===== src/rtl/acc_cpu_pkg.sv =====
// Shared definitions for the accumulator CPU: opcodes, FSM states, flag bit
// positions and a small decode helper.
package acc_cpu_pkg;

    // Decoded opcode values (low four bits of the opcode field)
    localparam logic [3:0] OP_NOP   = 4'h0;
    localparam logic [3:0] OP_LOAD  = 4'h1;
    localparam logic [3:0] OP_STORE = 4'h2;
    localparam logic [3:0] OP_ADD   = 4'h3;
    localparam logic [3:0] OP_SUB   = 4'h4;
    localparam logic [3:0] OP_MPY   = 4'h5;
    localparam logic [3:0] OP_AND   = 4'h6;
    localparam logic [3:0] OP_OR    = 4'h7;
    localparam logic [3:0] OP_NOT   = 4'h8;
    localparam logic [3:0] OP_SHL   = 4'h9;
    localparam logic [3:0] OP_SHR   = 4'hA;
    localparam logic [3:0] OP_JMP   = 4'hB;
    localparam logic [3:0] OP_JGEZ  = 4'hC;
    localparam logic [3:0] OP_JZ    = 4'hD;
    localparam logic [3:0] OP_ILL   = 4'hE;
    localparam logic [3:0] OP_HALT  = 4'hF;

    // Bit positions inside the 4-bit flags vector {ZF, CF, OF, SF}
    localparam int FLAG_ZF = 3;
    localparam int FLAG_CF = 2;
    localparam int FLAG_OF = 1;
    localparam int FLAG_SF = 0;

    typedef enum logic [2:0] {
        FETCH,
        DECODE,
        OPERAND,
        EXECUTE,
        WRITE,
        HALT
    } state_e;

    // States that own the memory bus and therefore drive a request
    function automatic logic is_bus_state(state_e s);
        return (s == FETCH) || (s == OPERAND) || (s == WRITE);
    endfunction

endpackage


===== src/rtl/acc_cpu_if.sv =====
// Memory request/acknowledge bus between the CPU core (master) and the
// memory or arbiter (slave).
interface acc_cpu_if #(
    parameter int DATA_W = 16,
    parameter int ADDR_W = 8
);
    logic              mem_req;
    logic              mem_we;
    logic [ADDR_W-1:0] mem_addr;
    logic [DATA_W-1:0] mem_wdata;
    logic [DATA_W-1:0] mem_rdata;
    logic              mem_ack;

    modport master (
        output mem_req, mem_we, mem_addr, mem_wdata,
        input  mem_rdata, mem_ack
    );

    modport slave (
        input  mem_req, mem_we, mem_addr, mem_wdata,
        output mem_rdata, mem_ack
    );
endinterface


===== src/rtl/acc_cpu_alu.sv =====
// Combinational ALU: computes the new accumulator value and the flags that
// the core latches in EXECUTE.
module acc_cpu_alu
    import acc_cpu_pkg::*;
#(
    parameter int DATA_W = 16
) (
    input  logic [3:0]        op,
    input  logic [DATA_W-1:0] acc,
    input  logic [DATA_W-1:0] br,
    output logic [DATA_W-1:0] result,
    output logic [3:0]        flags
);
    localparam int SH_W = $clog2(DATA_W);
    localparam int MSB  = DATA_W - 1;

    logic [DATA_W:0]     sum;
    logic [DATA_W:0]     diff;
    logic [2*DATA_W-1:0] prod;
    logic [SH_W-1:0]     sh;
    logic                cf;
    logic                of;

    // Result and carry/overflow selection for each ALU opcode
    always_comb begin
        // NOTE: every output gets a default first so no path leaves a latch.
        result = acc;
        cf     = 1'b0;
        of     = 1'b0;
        sum    = {1'b0, acc} + {1'b0, br};
        diff   = {1'b0, acc} - {1'b0, br};
        prod   = {{DATA_W{1'b0}}, acc} * {{DATA_W{1'b0}}, br};
        sh     = br[SH_W-1:0];
        case (op)
            OP_LOAD: result = br;
            OP_ADD: begin
                result = sum[DATA_W-1:0];
                cf     = sum[DATA_W];
                of     = (acc[MSB] == br[MSB]) && (sum[MSB] != acc[MSB]);
            end
            OP_SUB: begin
                // Bit DATA_W of the zero-extended difference is the borrow
                result = diff[DATA_W-1:0];
                cf     = diff[DATA_W];
                of     = (acc[MSB] != br[MSB]) && (diff[MSB] != acc[MSB]);
            end
            OP_MPY: begin
                result = prod[DATA_W-1:0];
                cf     = |prod[2*DATA_W-1:DATA_W];
                of     = |prod[2*DATA_W-1:DATA_W];
            end
            OP_AND:  result = acc & br;
            OP_OR:   result = acc | br;
            OP_NOT:  result = ~br;
            OP_SHL:  result = acc << sh;
            OP_SHR:  result = acc >> sh;
            default: result = acc;
        endcase
        flags          = 4'b0000;
        flags[FLAG_ZF] = (result == '0);
        flags[FLAG_CF] = cf;
        flags[FLAG_OF] = of;
        flags[FLAG_SF] = result[MSB];
    end
endmodule


===== src/rtl/acc_cpu_core.sv =====
// Multi-cycle accumulator CPU: FETCH/DECODE/OPERAND/EXECUTE/WRITE/HALT
// sequencer, architectural registers and the memory handshake.
// DATA_W must be at least ADDR_W+4 so the opcode field holds four bits.
module acc_cpu_core
    import acc_cpu_pkg::*;
#(
    parameter int DATA_W   = 16,
    parameter int ADDR_W   = 8,
    parameter int RESET_PC = 0
) (
    input  logic              clk,
    input  logic              rst,
    acc_cpu_if.master         mem,
    output logic [DATA_W-1:0] acc_out,
    output logic [ADDR_W-1:0] pc_out,
    output logic [3:0]        flags,
    output logic              halted,
    output logic              illegal
);
    localparam int                OPF_W   = DATA_W - ADDR_W;
    localparam logic [ADDR_W-1:0] PC_INIT = ADDR_W'(RESET_PC);

    state_e            state;
    logic [ADDR_W-1:0] pc;
    logic [DATA_W-1:0] ir;
    logic [DATA_W-1:0] br;
    logic [DATA_W-1:0] acc;
    logic [ADDR_W-1:0] mar;
    logic [DATA_W-1:0] mbr;
    logic [3:0]        flags_q;
    logic              illegal_q;

    logic [OPF_W-1:0]  op_field;
    logic [3:0]        opc;
    logic [ADDR_W-1:0] operand;
    logic              op_bad;
    logic              taken;
    logic [ADDR_W-1:0] next_pc;
    logic              xfer;
    logic [DATA_W-1:0] alu_result;
    logic [3:0]        alu_flags;

    // Instruction fields; any set bit above the decoded nibble is illegal
    assign op_field = ir[DATA_W-1:ADDR_W];
    assign opc      = op_field[3:0];
    assign operand  = ir[ADDR_W-1:0];
    assign op_bad   = ((op_field >> 4) != '0) || (opc == OP_ILL);

    // Branch resolution in DECODE; NOP and untaken jumps keep the fetched PC
    assign taken   = (opc == OP_JMP)
                   || ((opc == OP_JGEZ) && !acc[DATA_W-1])
                   || ((opc == OP_JZ) && flags_q[FLAG_ZF]);
    assign next_pc = taken ? operand : pc;

    // Request is gated by rst so it drops the instant reset asserts
    assign mem.mem_req   = !rst && is_bus_state(state);
    assign mem.mem_we    = (state == WRITE);
    assign mem.mem_addr  = mar;
    assign mem.mem_wdata = mbr;
    assign xfer          = mem.mem_req && mem.mem_ack;

    assign acc_out = acc;
    assign pc_out  = pc;
    assign flags   = flags_q;
    assign halted  = (state == HALT);
    assign illegal = illegal_q;

    acc_cpu_alu #(.DATA_W(DATA_W)) u_alu (
        .op     (opc),
        .acc    (acc),
        .br     (br),
        .result (alu_result),
        .flags  (alu_flags)
    );

    // Instruction sequencer and architectural register updates
    // NOTE: sequential state uses non-blocking assignments so every register
    // samples pre-edge values regardless of statement order.
    always_ff @(posedge clk or posedge rst) begin
        if (rst) begin
            state     <= FETCH;
            pc        <= PC_INIT;
            ir        <= '0;
            br        <= '0;
            acc       <= '0;
            mar       <= PC_INIT;
            mbr       <= '0;
            flags_q   <= 4'b0000;
            illegal_q <= 1'b0;
        end else begin
            case (state)
                FETCH: begin
                    if (xfer) begin
                        ir    <= mem.mem_rdata;
                        pc    <= pc + ADDR_W'(1);
                        state <= DECODE;
                    end
                end
                DECODE: begin
                    if (op_bad) begin
                        illegal_q <= 1'b1;
                        state     <= HALT;
                    end else begin
                        case (opc)
                            OP_NOP, OP_JMP, OP_JGEZ, OP_JZ: begin
                                pc    <= next_pc;
                                mar   <= next_pc;
                                state <= FETCH;
                            end
                            OP_STORE: begin
                                mar   <= operand;
                                mbr   <= acc;
                                state <= WRITE;
                            end
                            OP_HALT: state <= HALT;
                            default: begin
                                mar   <= operand;
                                state <= OPERAND;
                            end
                        endcase
                    end
                end
                OPERAND: begin
                    if (xfer) begin
                        br    <= mem.mem_rdata;
                        state <= EXECUTE;
                    end
                end
                EXECUTE: begin
                    acc     <= alu_result;
                    flags_q <= alu_flags;
                    mar     <= pc;
                    state   <= FETCH;
                end
                WRITE: begin
                    if (xfer) begin
                        mar   <= pc;
                        state <= FETCH;
                    end
                end
                HALT:    state <= HALT;
                default: state <= HALT;
            endcase
        end
    end
endmodule


===== src/flat_wrapper.sv =====
// flat-port wrapper written by rule: the top's interface ports become plain ports
module acc_cpu_core_flat import acc_cpu_pkg::*;
#(
    parameter int DATA_W   = 16,
    parameter int ADDR_W   = 8,
    parameter int RESET_PC = 0
)
  (clk, rst, acc_out, pc_out, flags, halted, illegal, mem_mem_req, mem_mem_we, mem_mem_addr, mem_mem_wdata, mem_mem_rdata, mem_mem_ack);
  acc_cpu_if #(.DATA_W(DATA_W), .ADDR_W(ADDR_W)) mem_i ();
  input  logic clk;
  input  logic rst;
  output logic [DATA_W-1:0] acc_out;
  output logic [ADDR_W-1:0] pc_out;
  output logic [3:0] flags;
  output logic halted;
  output logic illegal;
  output wire logic [$bits(mem_i.mem_req)-1:0] mem_mem_req;
  output wire logic [$bits(mem_i.mem_we)-1:0] mem_mem_we;
  output wire logic [$bits(mem_i.mem_addr)-1:0] mem_mem_addr;
  output wire logic [$bits(mem_i.mem_wdata)-1:0] mem_mem_wdata;
  input wire logic [$bits(mem_i.mem_rdata)-1:0] mem_mem_rdata;
  input wire logic [$bits(mem_i.mem_ack)-1:0] mem_mem_ack;
  assign mem_mem_req = mem_i.mem_req;
  assign mem_mem_we = mem_i.mem_we;
  assign mem_mem_addr = mem_i.mem_addr;
  assign mem_mem_wdata = mem_i.mem_wdata;
  assign mem_i.mem_rdata = mem_mem_rdata;
  assign mem_i.mem_ack = mem_mem_ack;
  acc_cpu_core #(.DATA_W(DATA_W), .ADDR_W(ADDR_W), .RESET_PC(RESET_PC)) u_core (.clk(clk), .rst(rst), .mem(mem_i), .acc_out(acc_out), .pc_out(pc_out), .flags(flags), .halted(halted), .illegal(illegal));
endmodule

===== config.mk =====
export PLATFORM = sky130hd
export DESIGN_NAME = acc_cpu_core_flat
export DESIGN_NICKNAME = d
export VERILOG_FILES = /design/src/rtl/acc_cpu_pkg.sv /design/src/rtl/acc_cpu_if.sv /design/src/rtl/acc_cpu_alu.sv /design/src/rtl/acc_cpu_core.sv /design/src/flat_wrapper.sv
export SDC_FILE = /design/constraint.sdc
export NUM_CORES = 1
export LEC_CHECK = 0
export CAP_MARGIN = 20
export CORE_MARGIN = 4
export CORE_UTILIZATION = 60
export CTS_CLUSTER_SIZE = 28
export DETAILED_ROUTE_END_ITERATION = 8
export PLACE_DENSITY = 0.76
export SYNTH_ARGS = -nofsm -noshare
export SYNTH_HDL_FRONTEND = slang
export SYNTH_SLANG_ARGS = --single-unit

===== constraint.sdc =====
create_clock -name clk -period 8.7 [get_ports clk]
set_input_delay 0.87 -clock clk [delete_from_list [all_inputs] [get_ports clk]]
set_output_delay 0.87 -clock clk [all_outputs]
set_load 0.01 [all_outputs]

# Word level (Yosys, flattened, before mapping)
# Index checks and enable logic that the tools add are counted.
# totals
register_bits,88
in_bits,19
out_inout_bits,56
elab_cells,95
# classes
add_sub_neg,3
multipliers,1
eq_ne,30
shifts,2
n_mux,18
bitwise,4
reduce_logical,28
# op_table
op,n
one-hot mux 16 bit (9 select lines),1
two-way mux 8 bit,6
"equality test 4 bit, second input constant",8
multiplier 16 x 16 -> 32 bit,1
one-hot mux 8 bit (2 select lines),2
one-hot mux 8 bit (3 select lines),1
adder 16 x 16 -> 17 bit,1
subtractor 16 x 16 -> 17 bit,1
bitwise AND 16 bit,1
"equality test 4 x 3 -> 1 bit, second input constant",4
logical NOT 16 bit,1
inverter 16 bit,1
OR 16 bit,1
OR reduction 16 bit,1
<< shifter 16 x 4 -> 16 bit,1
>> shifter 16 x 4 -> 16 bit,1
one-hot mux 3 bit (5 select lines),1
two-way mux 3 bit,4
one-hot mux 3 bit (3 select lines),1
"adder 8 x 1 -> 8 bit, second input constant",1
"equality test 4 x 2 -> 1 bit, second input constant",2
"!= test 2 x 1 -> 1 bit, second input constant",4
AND reduction 4 bit,2
nonzero test 8 bit,1
19 further kinds,38

# Logic depth before layout (Yosys ltp)
# Gate-level depths: netlist of run 1.
# depth
ltp_word,8
mapped_depth,29
mapped_depth_nobuf,25

# By module
# From an unflattened synthesis of run 1, not the netlist that was laid out.
# hier_totals
cells_unflattened,2035
hier_area_um2,16838.6
# modules_own_cells
mod,instances,cells_per_inst,area_each_um2,seq_area_each_um2
acc_cpu_alu,1,1716,12948.7,0.0
acc_cpu_core,1,319,3890.0,2202.1

# Least setup slack after synthesis of run 1
# Ideal clock, no wire load.
# synth_path
path_type,register -> register
from,register u_core.br[1]
to,"register u_core.flags_q[1], in the netlist u_core.flags[1]"
setup_ns,0.124
arrival_time_ns,7.043
required_time_ns,8.576
slack_ns,1.533
path_stages_with_launch,28
synth_period_minus_slack_ns,7.167
path_cell_list,dfrtp_1 > clkbuf_1 > buf_2 > buf_2 > buf_1 > buf_1 > nand2_1 > fa_1 > fa_1 > inv_1 > fa_1 > fa_1 > fa_1 > inv_1 > fa_1 > inv_1 > ha_1 > clkbuf_1 > a21oi_1 > a21boi_0 > a31oi_1 > o31ai_1 > o31ai_1 > a31oi_1 > xnor2_1 > nor4_1 > a311oi_1 > a211o_1
# synth_via
elab_chain_len,4
elab_cells_between_ends,9
cone_classes,add/sub (2); mul (1); eq/ne (2); mux (1); reduce/logical (3)
# synth_rtl
item,line_no,rtl
from (decl),acc_cpu_core.sv:26,logic [DATA_W-1:0] br;
from (signal assigned),acc_cpu_core.sv:125,br <= mem.mem_rdata;
"parallel branches: the longest is 3 deep, another holds multiplier 16 x 16 -> 32 bit",--,
one-hot mux 1 bit (3 select lines) (*),acc_cpu_alu.sv:34,case (op)
to (signal assigned),acc_cpu_core.sv:131,flags_q <= alu_flags;
to (decl),acc_cpu_core.sv:30,logic [3:0] flags_q;
# Every way passes the cells marked *.
# A chain may end at the register's enable or synchronous reset.

# Worst setup path in the final report of run 1
# layout_path
from,"register u_core.acc[12], in the netlist u_core.acc_out[12]"
to,"register u_core.flags_q[1], in the netlist u_core.flags[1]"
# layout_via
elab_chain_len,4
elab_cells_between_ends,9
cone_classes,add/sub (2); mul (1); eq/ne (2); mux (1); reduce/logical (3)
# layout_rtl
item,line_no,rtl
from (decl),acc_cpu_core.sv:27,logic [DATA_W-1:0] acc;
from (signal assigned),acc_cpu_core.sv:130,acc <= alu_result;
"parallel branches: the longest is 3 deep, another holds multiplier 16 x 16 -> 32 bit",--,
one-hot mux 1 bit (3 select lines) (*),acc_cpu_alu.sv:34,
# Marked as above.

==> results of run 1 <==
## state kept, by name, indices dropped and copies added, names as in the netlist
name                  cells
u_core.acc_out           15
u_core.br                16
u_core.flags              4
u_core.illegal            1
u_core.ir                16
u_core.mem.mem_addr       8
u_core.mem.mem_wdata     16
u_core.pc_out             8
u_core.state              3
## Yosys cell counts (18+ instances only)
master      n
dfrtp_1    87
clkbuf_1   98
mux2_2     57
a31oi_1    22
nand2_1   242
o21ai_0   106
ha_1      154
fa_1      196
nor2b_1    18
mux2i_1    30
o22ai_1    19
nor2_1    222
nand3_1    27
nand2b_1   26
inv_1     271
a21oi_1    97
a21o_1     20
## report_power, final
group	internal (mW)	switching [mW]
Sequential	0.407	0.0156
Clock	0.236	0.191
Combinational	0.0338	0.0672
Total	0.676	0.274
## how the worst min path moves through the flow
stage / from / to / slack (ns) / cells after the start
floorplan: u_core.ir[15] / u_core.ir[15] / 0.48 / 1
global placement: u_core.mem.mem_wdata[0] / u_core.mem.mem_wdata[0] / 0.46 / 2
detailed placement: u_core.mem.mem_wdata[0] / u_core.mem.mem_wdata[0] / 0.47 / 2
CTS: u_core.mem.mem_wdata[0] / u_core.mem.mem_wdata[0] / 0.49 / 2
global route: u_core.mem.mem_wdata[4] / u_core.mem.mem_wdata[4] / 0.51 / 2
finish: u_core.mem.mem_wdata[0] / u_core.mem.mem_wdata[0] / 0.48 / 2
## worst max-delay path: stages, from the launching register on
cell and delay (ns):
dfrtp_1 1.07, clkinv_1 0.67, nor2_1 0.30, fa_1 0.46
inv_1 0.09, fa_1 0.44, fa_1 0.46, fa_1 0.52
inv_1 0.05, fa_1 0.44, ha_1 0.30, ha_1 0.43
a21o_1 0.24, o21bai_1 0.18, a221oi_1 0.44, nor2_1 0.08
nor4b_1 0.36, o221ai_1 0.18, or3_1 0.32, nor4_1 0.32
a311oi_1 0.22, a211o_1 0.27
## cell families (layout without fill, tap and decap cells)
kind of cell    count (synthesis)  in the layout  share of synthesized area (%)
fa+ha+maj                     350            350                          34.96
flops                          87             87                          13.01
mux                           100            100                          7.327
buf+inv                       423            416                          10.00
compound gates                433            433                          17.05
simple gates                  625            625                          16.40
xor+xnor                       24             24                          1.256
## metrics by stage
step / cells / util [%] / setup slack, ns
6_report: 2407 / 66.09 / 0.7551
5_1_grt: 2407 / 66.09 / 0.5364
4_1_cts: 2407 / 66.09 / 0.9522
3_5_place_dp: 2391 / 64.94 / 0.9676
3_3_place_gp: 2391 / 64.94 / 1.096
2_1_floorplan: 2042 / - / 1.533
## layout make-up
class,instances,area (um2),area share [%]
well taps,372,465.4,2.591
inverters,287,1080,6.012
clock inverters,6,75.07,0.4180
repair buffers,113,1033,5.754
multi-input cells,1532,12890,71.77
flip-flops and latches,87,2178,12.13
clock buffers,10,239.0,1.331
## layer usage
metal  track usage [%]  wire length, um
met3             8.762             7396
met5                 0                0
met2             57.83            25550
met1             54.89            23380
met4             17.97             3747
==> flow_summary.json, run 1 <==
{
  "num_vias": 16120,
  "crit_type": "reg -> reg",
  "top_level_ports": 75,
  "synthArstFlopShare_pct": 100.0,
  "whs_ns": 0.4809,
  "final.min_clock_period_ns": 7.945,
  "p_per_area_mw_per_mm2": 52.90,
  "setup_violations": 0,
  "cts-htree-levels": 3,
  "ir_drop_uv": 111.9,
  "drc": 0,
  "yosys.area.top_type_share_pct": 23.45,
  "area_growth_pct": 7.327,
  "antenna_found_initial": 0,
  "rsz0062_at_grt": "false",
  "vias_per_cell": 6.696,
  "cts_sinks": 87,
  "status": "completed",
  "postCtsSetupBuffers": 0,
  "nFillCells": 2333,
  "synth_nets": 2411,
  "layout-drive-gt1-share_pct": 7.125,
  "maxSlewHeadroom_pct": 27.08,
  "grt_pass1_vias": 15670,
  "maxCapViolCount": 0,
  "critical_path.max_fanout": 21,
  "clock_skew_ns": 0.01605,
  "fin_area_mm2": 0.01796,
  "timing.rr.start": "u_core.acc_out[12]",
  "gp_congestion": 1.028,
  "grt_max_degree": 74,
  "syn_avg_cell_area_um2": 8.195,
  "fmax_mhz": 125.9,
  "wl_per_cell_um": 24.96,
  "r2r_end": "u_core.flags[1]",
  "cp.arrival_ns": 8.20,
  "portBuffers": 74,
  "slew_violations": 0,
  "setup_tns_ns": 0,
  "holdBufCountCts": 0,
  "cp-end-kind": "register",
  "cts_tree": "built",
  "core_area_mm2": 0.02718,
  "dpl_cell_area_mm2": 0.01765,
  "synthTopCellsByArea": "fa_1 (23%), dfrtp_1 (13%), ha_1 (12%)",
  "hp-class": "reg -> reg",
  "leakagePower_nw": 7.896,
  "cts_resized": 0,
  "endpoint": "u_core.flags[1]",
  "worstPathRequired_ns": 8.96,
  "crit_start": "u_core.acc_out[12]",
  "drtIter0Drc": 2584,
  "final_cell_mix": "inv_1 (270), nand2_1 (242), nor2_1 (222), fa_1 (196), ha_1 (154)",
  "cts-root-buf": "clkbuf_16",
  "rows": 60,
  "synth-seq-cells": 87,
  "die_w_um": 175.0,
  "clk_path_buf_depth": 2,
  "yosysUniqueCellTypes": 84,
  "synth_flop_cell": "dfrtp_1",
  "ys_seq_area_share_pct": 13.01,
  "numCtsBuffers": 9,
  "start_util_pct": 61.58,
  "ff2ff_path_depth": 21,
  "final_nets": 2399,
  "ant_nets": 0,
  "hold_viol": 0,
  "dp.final_hpwl_um": 45960,
  "finalCritPeriodShare_pct": 91.32,
  "p_total_uw": 950.2,
  "syn_area_mm2": 0.01673,
  "layout_commonest_cell": "inv_1",
  "clock_latency_ns": 0.36,
  "yosys_warnings": 0,
  "fp.dieH_um": 175.0,
  "num_antenna_cells": 0,
  "grt_pass1_wl_um": 93030,
  "worst_pin_slew_ns": 1.094,
  "die_area_mm2": 0.03063,
  "synth_top_area_cell": "fa_1",
  "grt_usage_pct": 39.05,
  "regToRegSetupSlack_ns": 0.76,
  "synth_edf_count": 0,
  "critPathLaunchType": "register",
  "synth_cells": 2042,
  "routed_wl_um": 60080,
  "grt_overflow": 0,
  "first_pass_iters": 7,
  "path_clk_slew_ns": 0.08
}
No activity file was read; power rests on OpenSTA's default activity.
==> run 2: changes to the inputs <==
--- a/config.mk
+++ b/config.mk
@@ -8,7 +8,6 @@
 export CAP_MARGIN = 20
 export CORE_MARGIN = 4
 export CORE_UTILIZATION = 60
-export CTS_CLUSTER_SIZE = 28
 export DETAILED_ROUTE_END_ITERATION = 8
 export PLACE_DENSITY = 0.76
 export SYNTH_ARGS = -nofsm -noshare
==> results of run 2 <==
The final DEF is identical to that of run 1; final timing and power are the same.
==> run 3: changes to the inputs <==
--- a/config.mk
+++ b/config.mk
@@ -10,6 +10,7 @@
 export CORE_UTILIZATION = 60
 export DETAILED_ROUTE_END_ITERATION = 8
 export PLACE_DENSITY = 0.76
+export SLEW_MARGIN = 25
 export SYNTH_ARGS = -nofsm -noshare
 export SYNTH_HDL_FRONTEND = slang
 export SYNTH_SLANG_ARGS = --single-unit
==> flow_summary.json, run 3 (synthesis results as in run 1) <==
{
  "final_cell_mix": "inv_1 (270), nand2_1 (242), nor2_1 (222), fa_1 (196), ha_1 (154)",
  "fmax_mhz": 124.6,
  "comb_power_share_pct": 10.6,
  "ant_nets": 0,
  "setup_tns_ns": 0,
  "grt_overflow": 0,
  "worst_pin_slew_ns": 1.141,
  "slew_violations": 0,
  "final.min_clock_period_ns": 8.024,
  "critPathLaunchType": "register",
  "gp_congestion": 1.028,
  "timing.rr.start": "u_core.acc_out[12]",
  "cts-htree-levels": 3,
  "pre_cts_ws_ns": 0.9676,
  "regToRegSetupSlack_ns": 0.68,
  "worst_slack_ns": 0.6762,
  "worstPathRequired_ns": 8.96,
  "drtIter0Drc": 2555,
  "clock_latency_ns": 0.36,
  "grt_pass1_vias": 15670,
  "status": "completed",
  "die_area_mm2": 0.03063,
  "switchingPower_uw": 276.0,
  "p_per_area_mw_per_mm2": 52.98,
  "area_growth_pct": 7.409,
  "whs_ns": 0.4811,
  "dp.final_hpwl_um": 45960,
  "core_area_mm2": 0.02718,
  "start_util_pct": 61.58,
  "crit_type": "reg -> reg",
  "r2r_end": "u_core.flags[1]",
  "path_clk_slew_ns": 0.08,
  "ff2ff_path_depth": 21,
  "crit_start": "u_core.acc_out[12]",
  "dpl_cell_area_mm2": 0.01765,
  "cts_resized": 0,
  "p_int_uw": 676.3,
  "switching_share_pct": 28.98,
  "drc": 0,
  "cts_tree": "built",
  "grt_usage_pct": 39.05,
  "finalCritPeriodShare_pct": 92.23,
  "stdcell_count": 2407,
  "clkPwrFrac_pct": 45.0,
  "rows": 60,
  "setup_violations": 0,
  "routed_wl_um": 60170,
  "maxCapViolCount": 0,
  "top_level_ports": 75,
  "cts_sinks": 87,
  "endpoint": "u_core.flags[1]",
  "dp.cells": 2391,
  "wl_per_cell_um": 25.00,
  "portBuffers": 74,
  "first_pass_iters": 6,
  "nFillCells": 2331,
  "num_vias": 16120,
  "hold_viol": 0,
  "fin_area_mm2": 0.01797,
  "clk_path_buf_depth": 2,
  "layout-drive-gt1-share_pct": 7.224,
  "cp-end-kind": "register",
  "critical_path.max_fanout": 21,
  "p_total_uw": 952.3,
  "antenna_found_initial": 0,
  "clock_skew_ns": 0.01459,
  "power_frac_seq_pct": 44.4,
  "fp.dieH_um": 175.0,
  "layout_commonest_cell": "inv_1",
  "num_antenna_cells": 0,
  "holdBufCountCts": 0,
  "postCtsSetupBuffers": 0,
  "grt_max_degree": 74,
  "rsz0062_at_grt": "false",
  "hp-class": "reg -> reg",
  "cp.arrival_ns": 8.28,
  "numCtsBuffers": 9,
  "utilization_pct": 66.14,
  "ir_drop_uv": 111.2,
  "cts-root-buf": "clkbuf_16",
  "leakagePower_nw": 7.898,
  "grt_pass1_wl_um": 93030,
  "final_nets": 2399,
  "die_w_um": 175.0,
  "maxSlewHeadroom_pct": 23.92,
  "vias_per_cell": 6.695
}
[run 3: final cells by class]
cell class / instances / area, um2 / area share (%)
Multi-Input combinational cell: 1532 / 12900 / 71.77
Timing Repair Buffer: 113 / 1037 / 5.771
Sequential cell: 87 / 2178 / 12.12
Inverter: 287 / 1080 / 6.007
Clock buffer: 10 / 239.0 / 1.330
Clock inverter: 6 / 75.07 / 0.4177
Tap cell: 372 / 465.4 / 2.589
[run 3: how the worst min path moves through the flow]
stage | start | to | cells past startpoint
floorplan | u_core.ir[15] | u_core.ir[15] | 1
global placement | u_core.mem.mem_wdata[0] | u_core.mem.mem_wdata[0] | 2
detailed placement | u_core.mem.mem_wdata[0] | u_core.mem.mem_wdata[0] | 2
CTS | u_core.mem.mem_wdata[0] | u_core.mem.mem_wdata[0] | 2
global route | u_core.mem.mem_wdata[4] | u_core.mem.mem_wdata[4] | 2
finish | u_core.mem.mem_wdata[0] | u_core.mem.mem_wdata[0] | 2
[run 3: worst max-delay path, cell delays in order, from the launching register on]
cell,delay [ns]
dfrtp_1,1.10
clkinv_1,0.69
nor2_1,0.33
fa_1,0.46
inv_1,0.09
fa_1,0.44
fa_1,0.46
fa_1,0.52
inv_1,0.05
fa_1,0.44
ha_1,0.30
ha_1,0.43
a21o_1,0.24
o21bai_1,0.18
a221oi_1,0.44
nor2_1,0.08
nor4b_1,0.36
o221ai_1,0.18
or3_1,0.32
nor4_1,0.32
a311oi_1,0.22
a211o_1,0.26
[run 3: layer usage]
layer	track usage [%]	part of all wire, %	vias up
met1	54.89	39	7806
met4	17.97	6.6	0
li1	-	-	6810
met5	0	0	-
met2	57.83	42	1215
met3	8.762	13	284
[run 3: power by group through the flow]
stage          sequential, mW  clock, mW  combinational (mW)
2_1_floorplan           0.417          0              0.0693
3_3_place_gp            0.429          0              0.0971
3_5_place_dp            0.429          0              0.0975
4_1_cts                 0.421      0.428              0.0979
5_1_grt                 0.422      0.448               0.106
6_report                0.422      0.429               0.101
